**src/rtl/bullet_controller_pkg.sv**
```systemverilog
// Shared definitions for the bullet controller: FSM encodings, pixel colours
// and projectile sprite geometry.
package bullet_controller_pkg;

    typedef logic [1:0] state_t;

    localparam state_t ST_IDLE   = 2'd0;
    localparam state_t ST_FLIGHT = 2'd1;
    localparam state_t ST_EMPTY  = 2'd2;

    localparam logic [5:0] COLOR_SHOT = 6'b111111;
    localparam logic [5:0] COLOR_NONE = 6'b000000;

    // Sprite is SHOT_W x SHOT_H pixels; it leaves the gun BARREL_OFFSET px right of gun_x.
    localparam int SHOT_W        = 4;
    localparam int SHOT_H        = 8;
    localparam int BARREL_OFFSET = 29;

endpackage

```
**src/rtl/btn_sync_edge.sv**
```systemverilog
// Two-flop synchronizer for an asynchronous button, followed by a
// rising-edge detector that yields a one-cycle pulse in the clk domain.
module btn_sync_edge (
    input  logic clk,
    input  logic reset,
    input  logic btn_in,
    output logic rise
);

    logic sync1_q, sync1_d;
    logic sync2_q, sync2_d;
    logic prev_q,  prev_d;

    always_comb begin
        sync1_d = btn_in;
        sync2_d = sync1_q;
        prev_d  = sync2_q;
    end

    // NOTE: sequential state uses non-blocking assignments so every flop samples pre-edge values.
    always_ff @(posedge clk or negedge reset) begin
        if (!reset) begin
            sync1_q <= 1'b0;
            sync2_q <= 1'b0;
            prev_q  <= 1'b0;
        end else begin
            sync1_q <= sync1_d;
            sync2_q <= sync2_d;
            prev_q  <= prev_d;
        end
    end

    assign rise = sync2_q & ~prev_q;

endmodule

```
**src/rtl/bullet_controller.sv**
```systemverilog
// Projectile controller: fires from the gun, climbs one row per move tick,
// tracks magazine ammo and renders the sprite with one cycle of latency.
// Define BULLET_AUTO_RELOAD_EN to refill an empty magazine after RELOAD_TICKS ticks.
module bullet_controller
    import bullet_controller_pkg::*;
#(
    parameter int STEP_DIV     = 50000,
    parameter int MAG_SIZE     = 4,
    parameter int SPAWN_Y      = 426,
    parameter int RELOAD_TICKS = 1000
) (
    input  logic       clk,
    input  logic       reset,
    input  logic [9:0] hcount,
    input  logic [9:0] vcount,
    input  logic       fire,
    input  logic       reload,
    input  logic [9:0] gun_x,
    input  logic       hit,
    output logic [2:0] bullet_counter,
    output logic [9:0] shot_x,
    output logic [9:0] shot_y,
    output logic       shot_active,
    output logic       draw,
    output logic [5:0] data
);

    localparam int         TICK_W   = (STEP_DIV > 1) ? $clog2(STEP_DIV) : 1;
    localparam logic [2:0] MAG_FULL = 3'(MAG_SIZE);
    localparam logic [9:0] SPAWN_V  = 10'(SPAWN_Y);

    state_t            state_q, state_d;
    logic [2:0]        cnt_q, cnt_d;
    logic [9:0]        shot_x_q, shot_x_d;
    logic [9:0]        shot_y_q, shot_y_d;
    logic              active_q, active_d;
    logic              draw_q, draw_d;
    logic [5:0]        data_q, data_d;
    logic [TICK_W-1:0] tick_cnt_q, tick_cnt_d;
    logic              tick;
    logic              shot_req;
    logic              in_x, in_y;

`ifdef BULLET_AUTO_RELOAD_EN
    localparam int                RELOAD_W    = (RELOAD_TICKS > 1) ? $clog2(RELOAD_TICKS) : 1;
    localparam logic [RELOAD_W-1:0] RELOAD_LAST = RELOAD_W'(RELOAD_TICKS - 1);
    logic [RELOAD_W-1:0] reload_cnt_q, reload_cnt_d;
`endif

    btn_sync_edge u_fire_sync (
        .clk    (clk),
        .reset  (reset),
        .btn_in (fire),
        .rise   (shot_req)
    );

    assign tick = (tick_cnt_q == TICK_W'(STEP_DIV - 1));

    // NOTE: every _d starts from its _q value so no path through this block can infer a latch.
    always_comb begin
        state_d    = state_q;
        cnt_d      = cnt_q;
        shot_x_d   = shot_x_q;
        shot_y_d   = shot_y_q;
        active_d   = active_q;
        tick_cnt_d = tick ? '0 : tick_cnt_q + TICK_W'(1);
`ifdef BULLET_AUTO_RELOAD_EN
        reload_cnt_d = '0;
`endif

        case (state_q)
            ST_IDLE: begin
                if (reload) begin
                    cnt_d = MAG_FULL;
                end else if (shot_req && cnt_q != 3'd0) begin
                    state_d  = ST_FLIGHT;
                    cnt_d    = cnt_q - 3'd1;
                    shot_x_d = gun_x + 10'(BARREL_OFFSET);
                    shot_y_d = SPAWN_V;
                    active_d = 1'b1;
                end
            end
            ST_FLIGHT: begin
                // hit wins over a simultaneous move so the shot freezes where it struck.
                if (hit || (tick && shot_y_q == 10'd0)) begin
                    active_d = 1'b0;
                    state_d  = (cnt_q == 3'd0) ? ST_EMPTY : ST_IDLE;
                end else if (tick) begin
                    shot_y_d = shot_y_q - 10'd1;
                end
            end
            ST_EMPTY: begin
`ifdef BULLET_AUTO_RELOAD_EN
                reload_cnt_d = reload_cnt_q;
`endif
                if (reload) begin
                    cnt_d   = MAG_FULL;
                    state_d = ST_IDLE;
`ifdef BULLET_AUTO_RELOAD_EN
                    reload_cnt_d = '0;
                end else if (tick) begin
                    if (reload_cnt_q == RELOAD_LAST) begin
                        cnt_d        = MAG_FULL;
                        state_d      = ST_IDLE;
                        reload_cnt_d = '0;
                    end else begin
                        reload_cnt_d = reload_cnt_q + RELOAD_W'(1);
                    end
`endif
                end
            end
            default: begin
                state_d  = ST_IDLE;
                active_d = 1'b0;
            end
        endcase
    end

    // Widened by one bit so the sprite's far edges never wrap near column/row 1023.
    always_comb begin
        in_x   = ({1'b0, hcount} >= {1'b0, shot_x_q}) &&
                 ({1'b0, hcount} <= {1'b0, shot_x_q} + 11'(SHOT_W - 1));
        in_y   = ({1'b0, vcount} >= {1'b0, shot_y_q}) &&
                 ({1'b0, vcount} <= {1'b0, shot_y_q} + 11'(SHOT_H - 1));
        draw_d = active_q && in_x && in_y;
        data_d = draw_d ? COLOR_SHOT : COLOR_NONE;
    end

    always_ff @(posedge clk or negedge reset) begin
        if (!reset) begin
            state_q    <= ST_IDLE;
            cnt_q      <= MAG_FULL;
            shot_x_q   <= 10'd0;
            shot_y_q   <= SPAWN_V;
            active_q   <= 1'b0;
            draw_q     <= 1'b0;
            data_q     <= COLOR_NONE;
            tick_cnt_q <= '0;
        end else begin
            state_q    <= state_d;
            cnt_q      <= cnt_d;
            shot_x_q   <= shot_x_d;
            shot_y_q   <= shot_y_d;
            active_q   <= active_d;
            draw_q     <= draw_d;
            data_q     <= data_d;
            tick_cnt_q <= tick_cnt_d;
        end
    end

`ifdef BULLET_AUTO_RELOAD_EN
    always_ff @(posedge clk or negedge reset) begin
        if (!reset) begin
            reload_cnt_q <= '0;
        end else begin
            reload_cnt_q <= reload_cnt_d;
        end
    end
`endif

    assign bullet_counter = cnt_q;
    assign shot_x         = shot_x_q;
    assign shot_y         = shot_y_q;
    assign shot_active    = active_q;
    assign draw           = draw_q;
    assign data           = data_q;

endmodule

```
**config.mk**
```make
export PLATFORM = sky130hd
export DESIGN_NAME = bullet_controller
export DESIGN_NICKNAME = d
export VERILOG_FILES = /design/src/rtl/bullet_controller_pkg.sv /design/src/rtl/btn_sync_edge.sv /design/src/rtl/bullet_controller.sv
export SDC_FILE = /design/constraint.sdc
export NUM_CORES = 1
export LEC_CHECK = 0
export ABC_CLOCK_PERIOD_IN_PS = 5500
export CORE_MARGIN = 1.5
export CORE_UTILIZATION = 57
export DETAILED_ROUTE_END_ITERATION = 8
export PLACE_DENSITY_LB_ADDON = 0.15
export SLEW_MARGIN = 25
export SYNTH_ARGS = -nofsm -noshare
export SYNTH_HDL_FRONTEND = slang
export SYNTH_SLANG_ARGS = --single-unit
export TNS_END_PERCENT = 10
```
**constraint.sdc**
```tcl
create_clock -name clk -period 5.5 [get_ports clk]
set_clock_uncertainty 0.2 [all_clocks]
set_input_delay 1.1 -clock clk [delete_from_list [all_inputs] [get_ports clk]]
set_output_delay 1.1 -clock clk [all_outputs]
set_load 0.01 [all_outputs]
```
==> impl_metrics.tcl, run 1 <==
set metrics [dict create \
    coreArea_sq_um 5850 \
    drt_iter0_markers 131 \
    via_count 2898 \
    clk_pin_slew_ns 0.08 \
    synth_fp_nets 456 \
    timing.slew.headroom_pct 43.0 \
    cp.arrival_ns 3.02 \
    whs_ns 0.152 \
    yosysTopAreaCell "dfrtp_1" \
    synth.most_common_cell "ha_1" \
    grt_max_degree 47 \
    cts_max_path_buffers 2 \
    grtUsageTotal_pct 24.2 \
    gp_congestion 0.892 \
    nFillCells 437 \
    r2r_start "bullet_counter[0]" \
    post_cts_buffers 0 \
    synth.cell_area_sq_um 3420 \
    drc_errors 0 \
    cts_max_level 2 \
    start_util_pct 58.4 \
    ir_worst_vdd_mv 0.290 \
    synth_cells 374 \
    synth-main-ff-cell "dfrtp_1" \
    drt-wirelength-per-cell_um 14.1 \
    synth-edff-count 0 \
    ant_nets 0 \
    hold_class "reg2reg" \
    hold_depth 0 \
    wl_um 7210 \
    min_to "u_fire_sync.prev_d" \
    viasPerCell 5.67 \
    worstSetupStartpointType "flop" \
    crit_chain "inv_1 -> ha_1 -> nor2b_1 -> nor4b_1 -> nand2_1 -> a221o_1 -> nand2_1" \
    dr.pass1.iters 4 \
    setup_violations 0 \
    grt_pass1_vias 2805 \
    rows 28 \
    cp.required_ns 5.54 \
    antenna_found_initial 0 \
    crit_slowest_cell "nor4b_1" \
    ios 66 \
    hold_viol 0 \
    tightest_slew_ns 0.843 \
    end_kind "flop" \
    rsz0062_at_grt "no" \
    ys_ff_latch 46 \
    run_status "finished, final reports clean" \
    period_share_pct 54.2 \
    cap_violations 0 \
    cts_resized 0 \
    r2r-end "shot_y[5]" \
    place_hpwl_um 5820 \
    io_buffers 65 \
    crit_path_frequent_cell "nand2_1" \
    antenna_cells 0 \
    r2r_cells 7 \
    synth_top_area_share_pct 29.3 \
    power.density_nw_per_um2 312 \
    finalMaxSlewViolations 0 \
    synth-seq-area-share_pct 33.9 \
    synthDistinctLibCells 53 \
    clock_sinks 46 \
    slowest_delay_ns 0.70 \
    critPathKind "reg2reg" \
    p_leak_uw 0.00180 \
    drive_gt1_share_pct 3.90 \
    area_growth_pct 22.5 \
    hold_buffers 0 \
    cts_buffers 5 \
    fin_setup_tns_ns 0 \
    cp_max_fo 27 \
    cts-root-buf "clkbuf_8" \
    die_area_sq_um 6470 \
    grt_pass1_wl_um 12200 \
    reg2reg_slack_ns 2.52 \
    die_h_um 80.4 \
    die_w_um 80.4 \
    synthTopCellsByCount "ha_1 (47), dfrtp_1 (40), nand2_1 (36)" \
    fmax_ghz 0.336 \
    hp-start "u_fire_sync.sync1_q" \
    ys_warn_count 0 \
    synth_area_leaders "dfrtp_1 (29%), ha_1 (17%), xnor2_1 (6.4%)" \
    async_flop_share_pct 100 \
    final_nets 517 \
    cts_tree "yes" \
    avgSynthCellArea_sq_um 9.13 \
    period_minus_slack_ns 2.98 \
    clk_latency_ns 0.30 \
    grt-ovfl-total 0 \
]
worst max-delay path by stage:
stage,from,endpoint,depth (start not counted)
floorplan,shot_y[1],data[4],11
global placement,vcount[4],data[4],7
detailed placement,vcount[4],data[4],7
CTS,bullet_counter[0],shot_y[5],7
global route,bullet_counter[0],shot_y[5],7
finish,bullet_counter[0],shot_y[5],7
metrics by stage:
step | util, % | total power [uW] | setup slack [ns] | cells | instance area, sq um
after detailed placement | 69.9 | 1110 | 2.37 | 503 | 4090
after global routing | 71.5 | 1410 | 2.18 | 511 | 4180
after CTS | 71.5 | 1320 | 2.53 | 511 | 4180
after floorplan | - | 847 | 2.85 | 374 | 3420
final | 71.5 | 1300 | 2.52 | 511 | 4180
after global placement | 69.9 | 1080 | 2.42 | 503 | 4090
flip-flops by register name, summed over array words and instances, names as in the netlist:
signal / cells
bullet_counter: 3
data: 1
shot_active: 1
shot_x: 10
shot_y: 10
state_q: 2
tick_cnt_q: 16
u_fire_sync.prev_d: 1
u_fire_sync.prev_q: 1
u_fire_sync.sync1_q: 1
cell usage in the layout, fill, tap and decap left out, types with 6 or more instances in the layout:
cell type,instances
nand3_1,12
clkbuf_8,6
clkdlybuf4s50_1,64
nor3_1,9
dfstp_2,6
nand4_1,12
o21ai_0,23
nor2_1,23
ha_1,47
xnor2_1,25
inv_1,27
a21oi_1,20
dfrtp_1,40
xor2_1,12
nand2_1,36
worst max-delay path: cells and delay by family, from the launching register on:
kind / cells / cell delay (ns)
simple gates: 4 / 1.60
buf+inv: 1 / 0.08
fa+ha+maj: 1 / 0.18
compound gates: 1 / 0.48
flops: 1 / 0.38
layer usage:
metal / up-vias / global-route usage, % / share of wire [%]
met3: 13 / 2.73 / 4.0
met5: - / 0 / 0
met1: 1360 / 32.2 / 47
met2: 64 / 40.5 / 47
li1: 1461 / - / -
met4: 0 / 8.97 / 1.8
layout make-up:
type	instances	area [sq um]	share of cell area, %
Inverter	27	101	2.42
Clock buffer	8	90.1	2.15
Multi-Input combinational cell	290	2090	50.0
Tap cell	75	93.8	2.24
Sequential cell	46	1160	27.7
Timing Repair Buffer	65	648	15.5
where the power goes:
part / switching, uW / internal, uW / leakage [uW] / total, uW
Clock: 105 / 103 / 0.0000455 / 208
Sequential: 87.7 / 402 / 0.000579 / 489
Combinational: 299 / 308 / 0.00117 / 607
Total: 492 / 813 / 0.00180 / 1300
kinds of logic (layout without fill, tap and decap cells):
family	Yosys count	in the layout	share of synthesized area, %
and+or+nand+nor	131	131	20.6
AOI/OAI and AO/OA	72	72	13.0
xor gates and xnor gates	37	37	9.49
adders and majority gates	47	47	17.2
muxes	3	3	0.879
buffers and inverters	38	100	4.84
DFF	46	46	33.9
Power figures use the tool's default switching activity.
==> run 2, diff against run 1 <==
- ABC_CLOCK_PERIOD_IN_PS: 5500 -> 3000
- CORE_UTILIZATION: 57 -> 53
- clock period: 5.5 -> 3 ns (I/O delays scaled with it)
==> impl_metrics.tcl, run 2 (same netlist as run 1, synthesis figures left out) <==
set metrics [dict create \
    run_status "finished, final reports clean" \
    grtUsageTotal_pct 22.9 \
    regMostFlops "tick_cnt_q" \
    crit_chain "inv_1 -> nor4_4 -> and3_1 -> nand2_1 -> xnor2_1 -> ha_1 -> nand4_1 -> o32ai_1 -> a311oi_1 -> nor4_1" \
    period_minus_slack_ns 2.78 \
    gr-usage-met1_pct 32.8 \
    cts_tree "yes" \
    cts_max_path_buffers 2 \
    timing.slew.headroom_pct 66.4 \
    whs_ns 0.00910 \
    layout_common_cells "clkdlybuf4s50_1 (64), ha_1 (47), dfrtp_1 (40), nand2_1 (36), inv_1 (27)" \
    p_leak_uw 0.00183 \
    area_growth_pct 24.5 \
    r2r_start "shot_y[5]" \
    gp_congestion 0.923 \
    r2r_cells 10 \
    die_area_sq_um 6940 \
    final_common_cell "clkdlybuf4s50_1" \
    die_h_um 83.3 \
    fmax_ghz 0.359 \
    cts_resized 0 \
    clk_pin_slew_ns 0.08 \
    design_area_sq_um 4250 \
    p_sw_uw 906 \
    period_share_pct 92.7 \
    gr-usage-met3_pct 4.08 \
    cts_max_level 2 \
    io_buffers 65 \
    utilization_pct 67.7 \
    rows 29 \
    clkPwrFrac_pct 17.4 \
    drive_gt1_share_pct 5.68 \
    reg2reg_slack_ns 0.22 \
    hold_viol 0 \
    rsz0062_at_grt "no" \
    busiest_layer "met2" \
    cp.required_ns 3.00 \
    antenna_found_initial 0 \
    crit_slowest_cell "dfstp_2" \
    grt_max_degree 32 \
    internal-power_uw 1540 \
    setup_violations 0 \
    drt-wirelength-per-cell_um 14.7 \
    slowest_delay_ns 0.61 \
    dr.pass1.iters 4 \
    final_nets 521 \
    p_seq_share_pct 36.5 \
    drt_iter0_markers 103 \
    clock_sinks 46 \
    placed_area_sq_um 4120 \
    hold_buffers 0 \
    clk_latency_ns 0.29 \
    r2r-end "data[4]" \
    start_util_pct 54.4 \
    hold_class "in2async" \
    cts-root-buf "clkbuf_8" \
    globalRouteMet2Util_pct 35.3 \
    viasPerCell 5.59 \
    critPathKind "reg2reg" \
    power.total_uw 2450 \
    wl_um 7590 \
    ios 66 \
    tightest_slew_ns 0.500 \
    cp.arrival_ns 2.78 \
    fin_setup_tns_ns 0 \
    ant_nets 0 \
    finalMaxSlewViolations 0 \
    end_kind "flop" \
    post_cts_buffers 0 \
    grt_pass1_wl_um 13100 \
    ir_worst_vdd_mv 0.479 \
    grt-ovfl-total 0 \
    via_count 2892 \
    critPathLaunch "shot_y[5]" \
    largest_reg_flops 16 \
    cp_max_fo 8 \
    combPwrFrac_pct 46.2 \
    coreArea_sq_um 6280 \
    cts_buffers 5 \
    worstSetupStartpointType "flop" \
    place_hpwl_um 6000 \
    die_w_um 83.3 \
    power.density_nw_per_um2 576 \
    grt_pass1_vias 2892 \
    p_sw_share_pct 37.0 \
    antenna_cells 0 \
    drc_errors 0 \
    cap_violations 0 \
]
run 2: area by class of cell:
class	instances	area [sq um]
clock buffer	8	110
fill	495	2030
inverter	27	101
multi-input combinational	290	2110
sequential	46	1160
tap	77	96.3
timing repair buffer	69	676
run 2: per-stage QoR:
| stage | instances | worst slack, ns |
|---|---|---|
| final | 517 | 0.218 |
| after global routing | 517 | 0.00828 |
| after CTS | 517 | 0.0870 |
| after detailed placement | 509 | 0.112 |
| after global placement | 509 | 0.343 |
| after floorplan | 374 | 0.350 |
run 2: worst max path at each step:
stage | endpoint | slack [ns] | depth (start not counted)
after floorplan | data[4] | 0.35 | 11
after global placement | data[4] | 0.34 | 11
final | data[4] | 0.22 | 10
after CTS | data[4] | 0.09 | 10
after detailed placement | data[4] | 0.11 | 10
after global routing | data[4] | 0.008 | 10
run 2: routing by layer:
metal,vias up,routed length [um]
met5,-,0
li1,1467,-
met4,0,125
met1,1353,3720
met3,10,307
met2,62,3430
run 2: critical path, delay by kind of cell (launching register included):
| kind | cells | cell delay (ns) |
|---|---|---|
| AOI/OAI and AO/OA | 2 | 0.38 |
| and+or+nand+nor | 5 | 0.93 |
| DFF | 1 | 0.61 |
| buffers and inverters | 1 | 0.13 |
| adders and majority gates | 1 | 0.30 |
| xor gates and xnor gates | 1 | 0.14 |
run 2: power by group through the flow:
| stage | registers [uW] | clock network (uW) | logic [uW] |
|---|---|---|---|
| finish | 894 | 425 | 1130 |
| global route | 913 | 468 | 1280 |
| CTS | 893 | 441 | 1130 |
| detailed placement | 904 | 0 | 1120 |
| global placement | 900 | 0 | 1090 |
| floorplan | 907 | 0 | 646 |
